`src/rtl/ram_readback_if.sv`:
```
`default_nettype none
// ============================================================================
// Module      : ram_readback_if
// Description : Bus bundle between the readback engine and its neighbours.
//               The bundle groups two things: the synchronous read port of
//               the result RAM, and the valid/ready output word stream.
//               master : readback engine. It drives ram_re/ram_adr and the
//                        out_* stream, and it receives ram_dout and out_ready.
//               slave  : RAM plus consumer side. It drives ram_dout and
//                        out_ready.
// Revision    : 1.0 - initial release
// ============================================================================
interface ram_readback_if #(
    parameter int ADR_W  = 3,
    parameter int DATA_W = 8
);
    // RAM read port
    logic              ram_re;
    logic [ADR_W-1:0]  ram_adr;
    logic [DATA_W-1:0] ram_dout;

    // Output word stream
    logic [DATA_W-1:0] out_data;
    logic [ADR_W-1:0]  out_adr;
    logic              out_valid;
    logic              out_ready;

    modport master (
        output ram_re, ram_adr, out_data, out_adr, out_valid,
        input  ram_dout, out_ready
    );

    modport slave (
        input  ram_re, ram_adr, out_data, out_adr, out_valid,
        output ram_dout, out_ready
    );
endinterface
`default_nettype wire

```
`src/rtl/ram_readback.sv`:
```
`default_nettype none
// ============================================================================
// Module      : ram_readback
// Description : Walks an inclusive, wrap-around address range of the result
//               RAM. It issues one synchronous read per word and presents
//               each word on a valid/ready stream.
//   clk        : system clock, rising edge
//   rst        : asynchronous reset, active low
//   start      : one-cycle pulse. It begins a readback only when idle.
//   start_adr  : first address. It is sampled on the accepted start.
//   end_adr    : last address, inclusive. It is sampled on the accepted start.
//   bus        : ram_readback_if.master. It carries the RAM read port
//                (ram_re, ram_adr, ram_dout) and the output stream
//                (out_data, out_adr, out_valid, out_ready).
//   busy       : high from the cycle after an accepted start until done
//   done       : one-cycle pulse after the last word is accepted
//   checksum   : only present when RDBK_CHECKSUM_EN is defined. It is the
//                modulo-2^DATA_W sum of the words accepted in this readback.
// Build option: RDBK_CHECKSUM_EN adds the checksum output and its adder.
// Revision    : 1.0 - initial release
// ============================================================================
module ram_readback #(
    parameter int ADR_W      = 3,
    parameter int DATA_W     = 8,
    parameter int RD_LATENCY = 1    // 1 or 2
) (
    input  wire               clk,
    input  wire               rst,
    input  wire               start,
    input  wire [ADR_W-1:0]   start_adr,
    input  wire [ADR_W-1:0]   end_adr,
    ram_readback_if.master    bus,
    output logic              busy,
    output logic              done
`ifdef RDBK_CHECKSUM_EN
    ,
    output logic [DATA_W-1:0] checksum
`endif
);

    typedef enum logic [2:0] {
        S_IDLE = 3'd0,
        S_REQ  = 3'd1,
        S_WAIT = 3'd2,
        S_OUT  = 3'd3,
        S_FIN  = 3'd4
    } state_t;

    // The wait counter counts up from 0. Its terminal value marks the cycle
    // in which the RAM data is valid.
    localparam logic [1:0] c_wait_last = 2'(RD_LATENCY - 1);

    state_t            r_state;
    logic [1:0]        r_wait_cnt;
    logic [ADR_W-1:0]  r_cur_adr;
    logic [ADR_W-1:0]  r_end_adr;
    logic              r_ram_re;
    logic [ADR_W-1:0]  r_ram_adr;
    logic [DATA_W-1:0] r_out_data;
    logic [ADR_W-1:0]  r_out_adr;
    logic              r_out_valid;
    logic              r_busy;
    logic              r_done;
`ifdef RDBK_CHECKSUM_EN
    logic [DATA_W-1:0] r_checksum;
`endif

    // The address increment wraps naturally at 2^ADR_W. Because of the wrap,
    // a range with end_adr < start_adr passes through the top address to 0.
    logic [ADR_W-1:0]  w_next_adr;
    assign w_next_adr = r_cur_adr + ADR_W'(1);

    always_ff @(posedge clk or negedge rst) begin
        if (!rst) begin
            r_state     <= S_IDLE;
            r_wait_cnt  <= 2'd0;
            r_cur_adr   <= '0;
            r_end_adr   <= '0;
            r_ram_re    <= 1'b0;
            r_ram_adr   <= '0;
            r_out_data  <= '0;
            r_out_adr   <= '0;
            r_out_valid <= 1'b0;
            r_busy      <= 1'b0;
            r_done      <= 1'b0;
`ifdef RDBK_CHECKSUM_EN
            r_checksum  <= '0;
`endif
        end else begin
            r_done <= 1'b0;
            case (r_state)
                S_IDLE: begin
                    if (start) begin
                        r_cur_adr  <= start_adr;
                        r_end_adr  <= end_adr;
                        // Raise the read request together with the state
                        // change, so that ram_re is already high in the
                        // first REQ cycle.
                        r_ram_re   <= 1'b1;
                        r_ram_adr  <= start_adr;
                        r_busy     <= 1'b1;
                        r_state    <= S_REQ;
`ifdef RDBK_CHECKSUM_EN
                        r_checksum <= '0;
`endif
                    end
                end

                S_REQ: begin
                    r_ram_re   <= 1'b0;
                    r_wait_cnt <= 2'd0;
                    r_state    <= S_WAIT;
                end

                S_WAIT: begin
                    if (r_wait_cnt == c_wait_last) begin
                        r_out_data  <= bus.ram_dout;
                        r_out_adr   <= r_cur_adr;
                        r_out_valid <= 1'b1;
                        r_state     <= S_OUT;
                    end else begin
                        r_wait_cnt <= r_wait_cnt + 2'd1;
                    end
                end

                S_OUT: begin
                    if (bus.out_ready) begin
                        r_out_valid <= 1'b0;
`ifdef RDBK_CHECKSUM_EN
                        r_checksum  <= r_checksum + r_out_data;
`endif
                        if (r_cur_adr == r_end_adr) begin
                            r_busy  <= 1'b0;
                            r_done  <= 1'b1;
                            r_state <= S_FIN;
                        end else begin
                            // Move straight to the next request. This keeps
                            // the word period at RD_LATENCY + 2 cycles.
                            r_cur_adr <= w_next_adr;
                            r_ram_adr <= w_next_adr;
                            r_ram_re  <= 1'b1;
                            r_state   <= S_REQ;
                        end
                    end
                end

                S_FIN: begin
                    r_state <= S_IDLE;
                end

                default: begin
                    r_state <= S_IDLE;
                end
            endcase
        end
    end

    assign bus.ram_re    = r_ram_re;
    assign bus.ram_adr   = r_ram_adr;
    assign bus.out_data  = r_out_data;
    assign bus.out_adr   = r_out_adr;
    assign bus.out_valid = r_out_valid;
    assign busy          = r_busy;
    assign done          = r_done;
`ifdef RDBK_CHECKSUM_EN
    assign checksum      = r_checksum;
`endif

endmodule
`default_nettype wire

```
`src/flat_wrapper.sv`:
```
// flat-port wrapper written by rule: the top's interface ports become plain ports
module ram_readback_flat 
#(
    parameter int ADR_W      = 3,
    parameter int DATA_W     = 8,
    parameter int RD_LATENCY = 1             
)
  (clk, rst, start, start_adr, end_adr, busy, done, bus_ram_re, bus_ram_adr, bus_out_data, bus_out_adr, bus_out_valid, bus_ram_dout, bus_out_ready);
  ram_readback_if #(.ADR_W(ADR_W), .DATA_W(DATA_W)) bus_i ();
  input  wire clk;
  input  wire rst;
  input  wire start;
  input  wire [ADR_W-1:0] start_adr;
  input  wire [ADR_W-1:0] end_adr;
  output logic busy;
  output logic done;
  output wire logic [$bits(bus_i.ram_re)-1:0] bus_ram_re;
  output wire logic [$bits(bus_i.ram_adr)-1:0] bus_ram_adr;
  output wire logic [$bits(bus_i.out_data)-1:0] bus_out_data;
  output wire logic [$bits(bus_i.out_adr)-1:0] bus_out_adr;
  output wire logic [$bits(bus_i.out_valid)-1:0] bus_out_valid;
  input wire logic [$bits(bus_i.ram_dout)-1:0] bus_ram_dout;
  input wire logic [$bits(bus_i.out_ready)-1:0] bus_out_ready;
  assign bus_ram_re = bus_i.ram_re;
  assign bus_ram_adr = bus_i.ram_adr;
  assign bus_out_data = bus_i.out_data;
  assign bus_out_adr = bus_i.out_adr;
  assign bus_out_valid = bus_i.out_valid;
  assign bus_i.ram_dout = bus_ram_dout;
  assign bus_i.out_ready = bus_out_ready;
  ram_readback #(.ADR_W(ADR_W), .DATA_W(DATA_W), .RD_LATENCY(RD_LATENCY)) u_core (.clk(clk), .rst(rst), .start(start), .start_adr(start_adr), .end_adr(end_adr), .bus(bus_i), .busy(busy), .done(done));
endmodule
```
`config.mk`:
```
export PLATFORM = sky130hd
export DESIGN_NAME = ram_readback_flat
export DESIGN_NICKNAME = d
export VERILOG_FILES = /design/src/rtl/ram_readback_if.sv /design/src/rtl/ram_readback.sv /design/src/flat_wrapper.sv
export SDC_FILE = /design/constraint.sdc
export NUM_CORES = 1
export LEC_CHECK = 0
export CAP_MARGIN = 20
export CORE_MARGIN = 10
export CORE_UTILIZATION = 42
export CTS_CLUSTER_DIAMETER = 120
export DETAILED_ROUTE_END_ITERATION = 10
export GPL_ROUTABILITY_DRIVEN = 0
export PLACE_DENSITY = 0.75
export SYNTH_ARGS = -nofsm -noshare
export SYNTH_HDL_FRONTEND = slang
export SYNTH_SLANG_ARGS = --single-unit
```
`constraint.sdc`:
```
create_clock -name clk -period 1.75 [get_ports clk]
set_clock_uncertainty 0.1 [all_clocks]
set_input_delay 0.2625 -clock clk [delete_from_list [all_inputs] [get_ports clk]]
set_output_delay 0.2625 -clock clk [all_outputs]
set_load 0.02 [all_outputs]
```
==> flow_summary_export.csv <==
group,metric,value,unit
place,dpl-instance-area,1720,um^2
run_status,violations,"setup timing",
die,std_cell_rows,19,
place,dp_hpwl,2310,um
timing,setup_violations,1,
layout,layout_commonest_cell,"clkdlybuf4s50_1",
clock_network,path_clk_slew,0.16,ns
timing,slew_headroom,74.9,%
grt,grt_first_pass_wirelength,5010,um
synthesis,yosysUniqueCellTypes,30,
power_and_ir_drop,p_seq_share,27.7,%
die,die-area,5480,um^2
clock_network,clockBufferDepth,2,
timing,fin_ws,-0.0137,ns
synthesis,yosys.area_share.adder,2.04,%
timing,setup_tns,-0.0137,ns
synthesis,yosys_warnings,0,
grt,grt_max_degree,27,
clock_network,cts_buffers,3,
worst_setup_path,crit_path_max_fanout,2,
synthesis,synthSimpleGateAreaFrac,12.9,%
layout,final_nets,191,
grt,grt_usage,11.5,%
synthesis,syn_avg_cell_area,10.9,um^2
power_and_ir_drop,pwr-share-clk,11.1,%
synthesis,yosys.area.top_type_share,53.1,%
clock_network,clock_sinks,26,
timing,worst_pin_slew,0.372,ns
timing,timing.fmax,567,MHz
worst_setup_path,required,1.89,ns
grt,grt_pass1_vias,1090,
worst_setup_path,r2r-start,"u_core.r_cur_adr[0]",
layout,final_area,1930,um^2
power_and_ir_drop,switching_power,1450,uW
detailed_routing,final_antenna_net_count,0,
worst_setup_path,reg2reg_slack,-0.01,ns
detailed_routing,drtIter0Drc,68,
place,dpl.cell_count,188,
synthesis,yosysSeqAreaShare,53.1,%
layout,drive_gt1_share,31.8,%
synthesis,synth_compound_area_share,11.5,%
synthesis,syn_inst,113,
power_and_ir_drop,ir_drop,1.42,mV
synthesis,synth_xor_area_share,2.86,%
clock_network,clock_latency,0.33,ns
synthesis,synth_nets,133,
detailed_routing,vias,1050,
worst_hold_path,min_path_type,"input pin to asynchronous set/reset pin",
detailed_routing,drt_first_pass_iters,4,
clock_network,cts.htree.levels,1,
place,dp_slack,-0.231,ns
synthesis,mappedNetlistArea,1230,um^2
layout,diodes,0,
layout,fill_cells,201,
synthesis,synth_top_area_cell,"dfrtp_1",
die,ioPinCount,36,
synthesis,ys_top_cells_by_area,"dfrtp_1 (53%), mux2_2 (11%), nand2_1 (4.6%)",
run_status,status,"finished with violations",
timing,finalCritPeriodShare,101,%
detailed_routing,wl_per_cell,16.8,um
clock_network,cts_tree,"done",
detailed_routing,avgViaCountPerCell,5.22,
grt,antenna_found_initial,0,
die,die_w,74.0,um
synthesis,ys_ff_latch,26,
worst_setup_path,start_kind,"register",
place,io_buffers,35,
power_and_ir_drop,sw_frac_of_total,38.0,%
layout,final_cell_mix,"clkdlybuf4s50_1 (26), dfrtp_1 (23), buf_4 (19)",
timing,grt_setup_unrepaired,"yes",
synthesis,synth_top_family_by_area,"multiplexers",
layout,syn2layout_area_growth,57.3,%
worst_setup_path,r2r_end,"u_core.r_cur_adr[1]",
layout,fin_cells,201,
power_and_ir_drop,cellLeakagePower,0.000931,uW
synthesis,synth.area.mux_share,13.1,%
power_and_ir_drop,pwr-share-comb,61.2,%
clock_network,cts-root-buf,"clkbuf_4",
die,die_h,74.0,um
timing,post-route-min-period,1.76,ns
die,start_util,44.1,%
detailed_routing,wirelength,3370,um
timing,final_max_slew_viol_count,0,
timing,worst_hold_slack,0.190,ns
worst_setup_path,cp.arrival,1.90,ns
flow_run,cap_violations,0,
worst_setup_path,reg2reg_depth,4,
timing,hold_viol_final,0,
worst_setup_path,cp-end-kind,"register",
power_and_ir_drop,intPower,2360,uW
worst_setup_path,crit_type,"register to register",
power_and_ir_drop,cellPowerDensity,1970,nW/um^2
detailed_routing,drc,0,
die,core-area,2780,um^2
grt,globalRouteOverflowTotal,0,
-- layout make-up --
type,count,area [um^2],area share [%]
Timing Repair Buffer,58,567,29.4
Clock buffer,3,22.5,1.17
Sequential cell,26,654,33.9
Inverter,9,33.8,1.75
Clock inverter,1,30.0,1.56
Multi-Input combinational cell,73,583,30.2
Tap cell,31,38.8,2.01
-- synthesized netlist by cell type, drive strengths merged --
cell / instances
nand2: 15
or2: 1
a21o: 3
o31ai: 3
o21a: 1
and3b: 1
clkbuf: 2
and3: 2
inv: 9
nor2: 6
mux2i: 1
a2bb2oi: 1
o2bb2ai: 1
o21ai: 4
a31oi: 1
a311o: 1
dfrtp: 26
o41ai: 1
xnor2: 1
nor4b: 1
nand2b: 1
a22oi: 1
o221ai: 1
ha: 2
a21oi: 2
nor3: 6
mux2: 13
xor2: 3
buf: 3
-- per-layer routing --
metal	up-vias	track usage [%]	part of all wire (%)	wire [um]
met1	503	13.2	41	1380
met3	8	2.79	5.0	167
met5	-	0	0	0
li1	509	-	-	-
met4	0	5.59	2.8	94
met2	30	19.3	51	1730
-- critical path, cell delays in order (launching register included) --
cell	delay [ns]
dfrtp_2	0.45
xor2_1	0.18
o41ai_2	0.45
or2_4	0.21
mux2_4	0.29
-- cells by family (layout without fill, tap and decap cells) --
logic type                 after synthesis  in the layout
xor gates and xnor gates                 4              4
muxes                                   14             14
adders and majority gates                2              2
buffers and inverters                   14             71
and+or+nand+nor                         33             33
DFF                                     26             26
AOI/OAI and AO/OA                       20             20
-- power by group through the flow --
stage	clock network (uW)	registers, uW	logic, uW
6_report	423	1050	2330
5_1_grt	453	1090	2500
4_1_cts	423	1060	2060
3_5_place_dp	0	1070	1970
3_3_place_gp	0	1060	1930
2_1_floorplan	0	1290	902
-- state kept, by name, summed over array words and instances, names as in the netlist --
name and cells:
u_core.bus.out_adr 3, u_core.bus.out_data 8, u_core.bus.out_valid 1, u_core.bus.ram_re 1, u_core.busy 1, u_core.done 1
u_core.r_cur_adr 3, u_core.r_end_adr 3, u_core.r_state 3, u_core.r_wait_cnt 2
-- worst max-delay path by stage --
stage,from,to,slack [ns]
final,u_core.r_cur_adr[0],u_core.r_cur_adr[1],-0.01
after floorplan,u_core.r_cur_adr[0],u_core.r_cur_adr[1],0.03
after global routing,u_core.r_cur_adr[0],u_core.r_cur_adr[1],-0.05
after global placement,bus_out_ready,u_core.r_cur_adr[1],-0.18
after CTS,u_core.bus.out_valid,bus_out_valid,0.02
after detailed placement,bus_out_ready,u_core.r_cur_adr[1],-0.23
-- per-stage QoR --
stage / power [uW] / util, %
after detailed placement: 3040 / 61.8
after CTS: 3540 / 64.9
after floorplan: 2190 / -
after global placement: 2980 / 61.8
after global routing: 4050 / 69.4
final: 3810 / 69.4
-- timing repair --
action	4_1_cts	5_1_grt
gates resized for setup	5	22
cloned	0	1
pin swaps	2	3
hold buffers	0	0
endpoints found under the setup margin	15	22
buffers inserted	4	4
(Power assumes the default switching activity.)
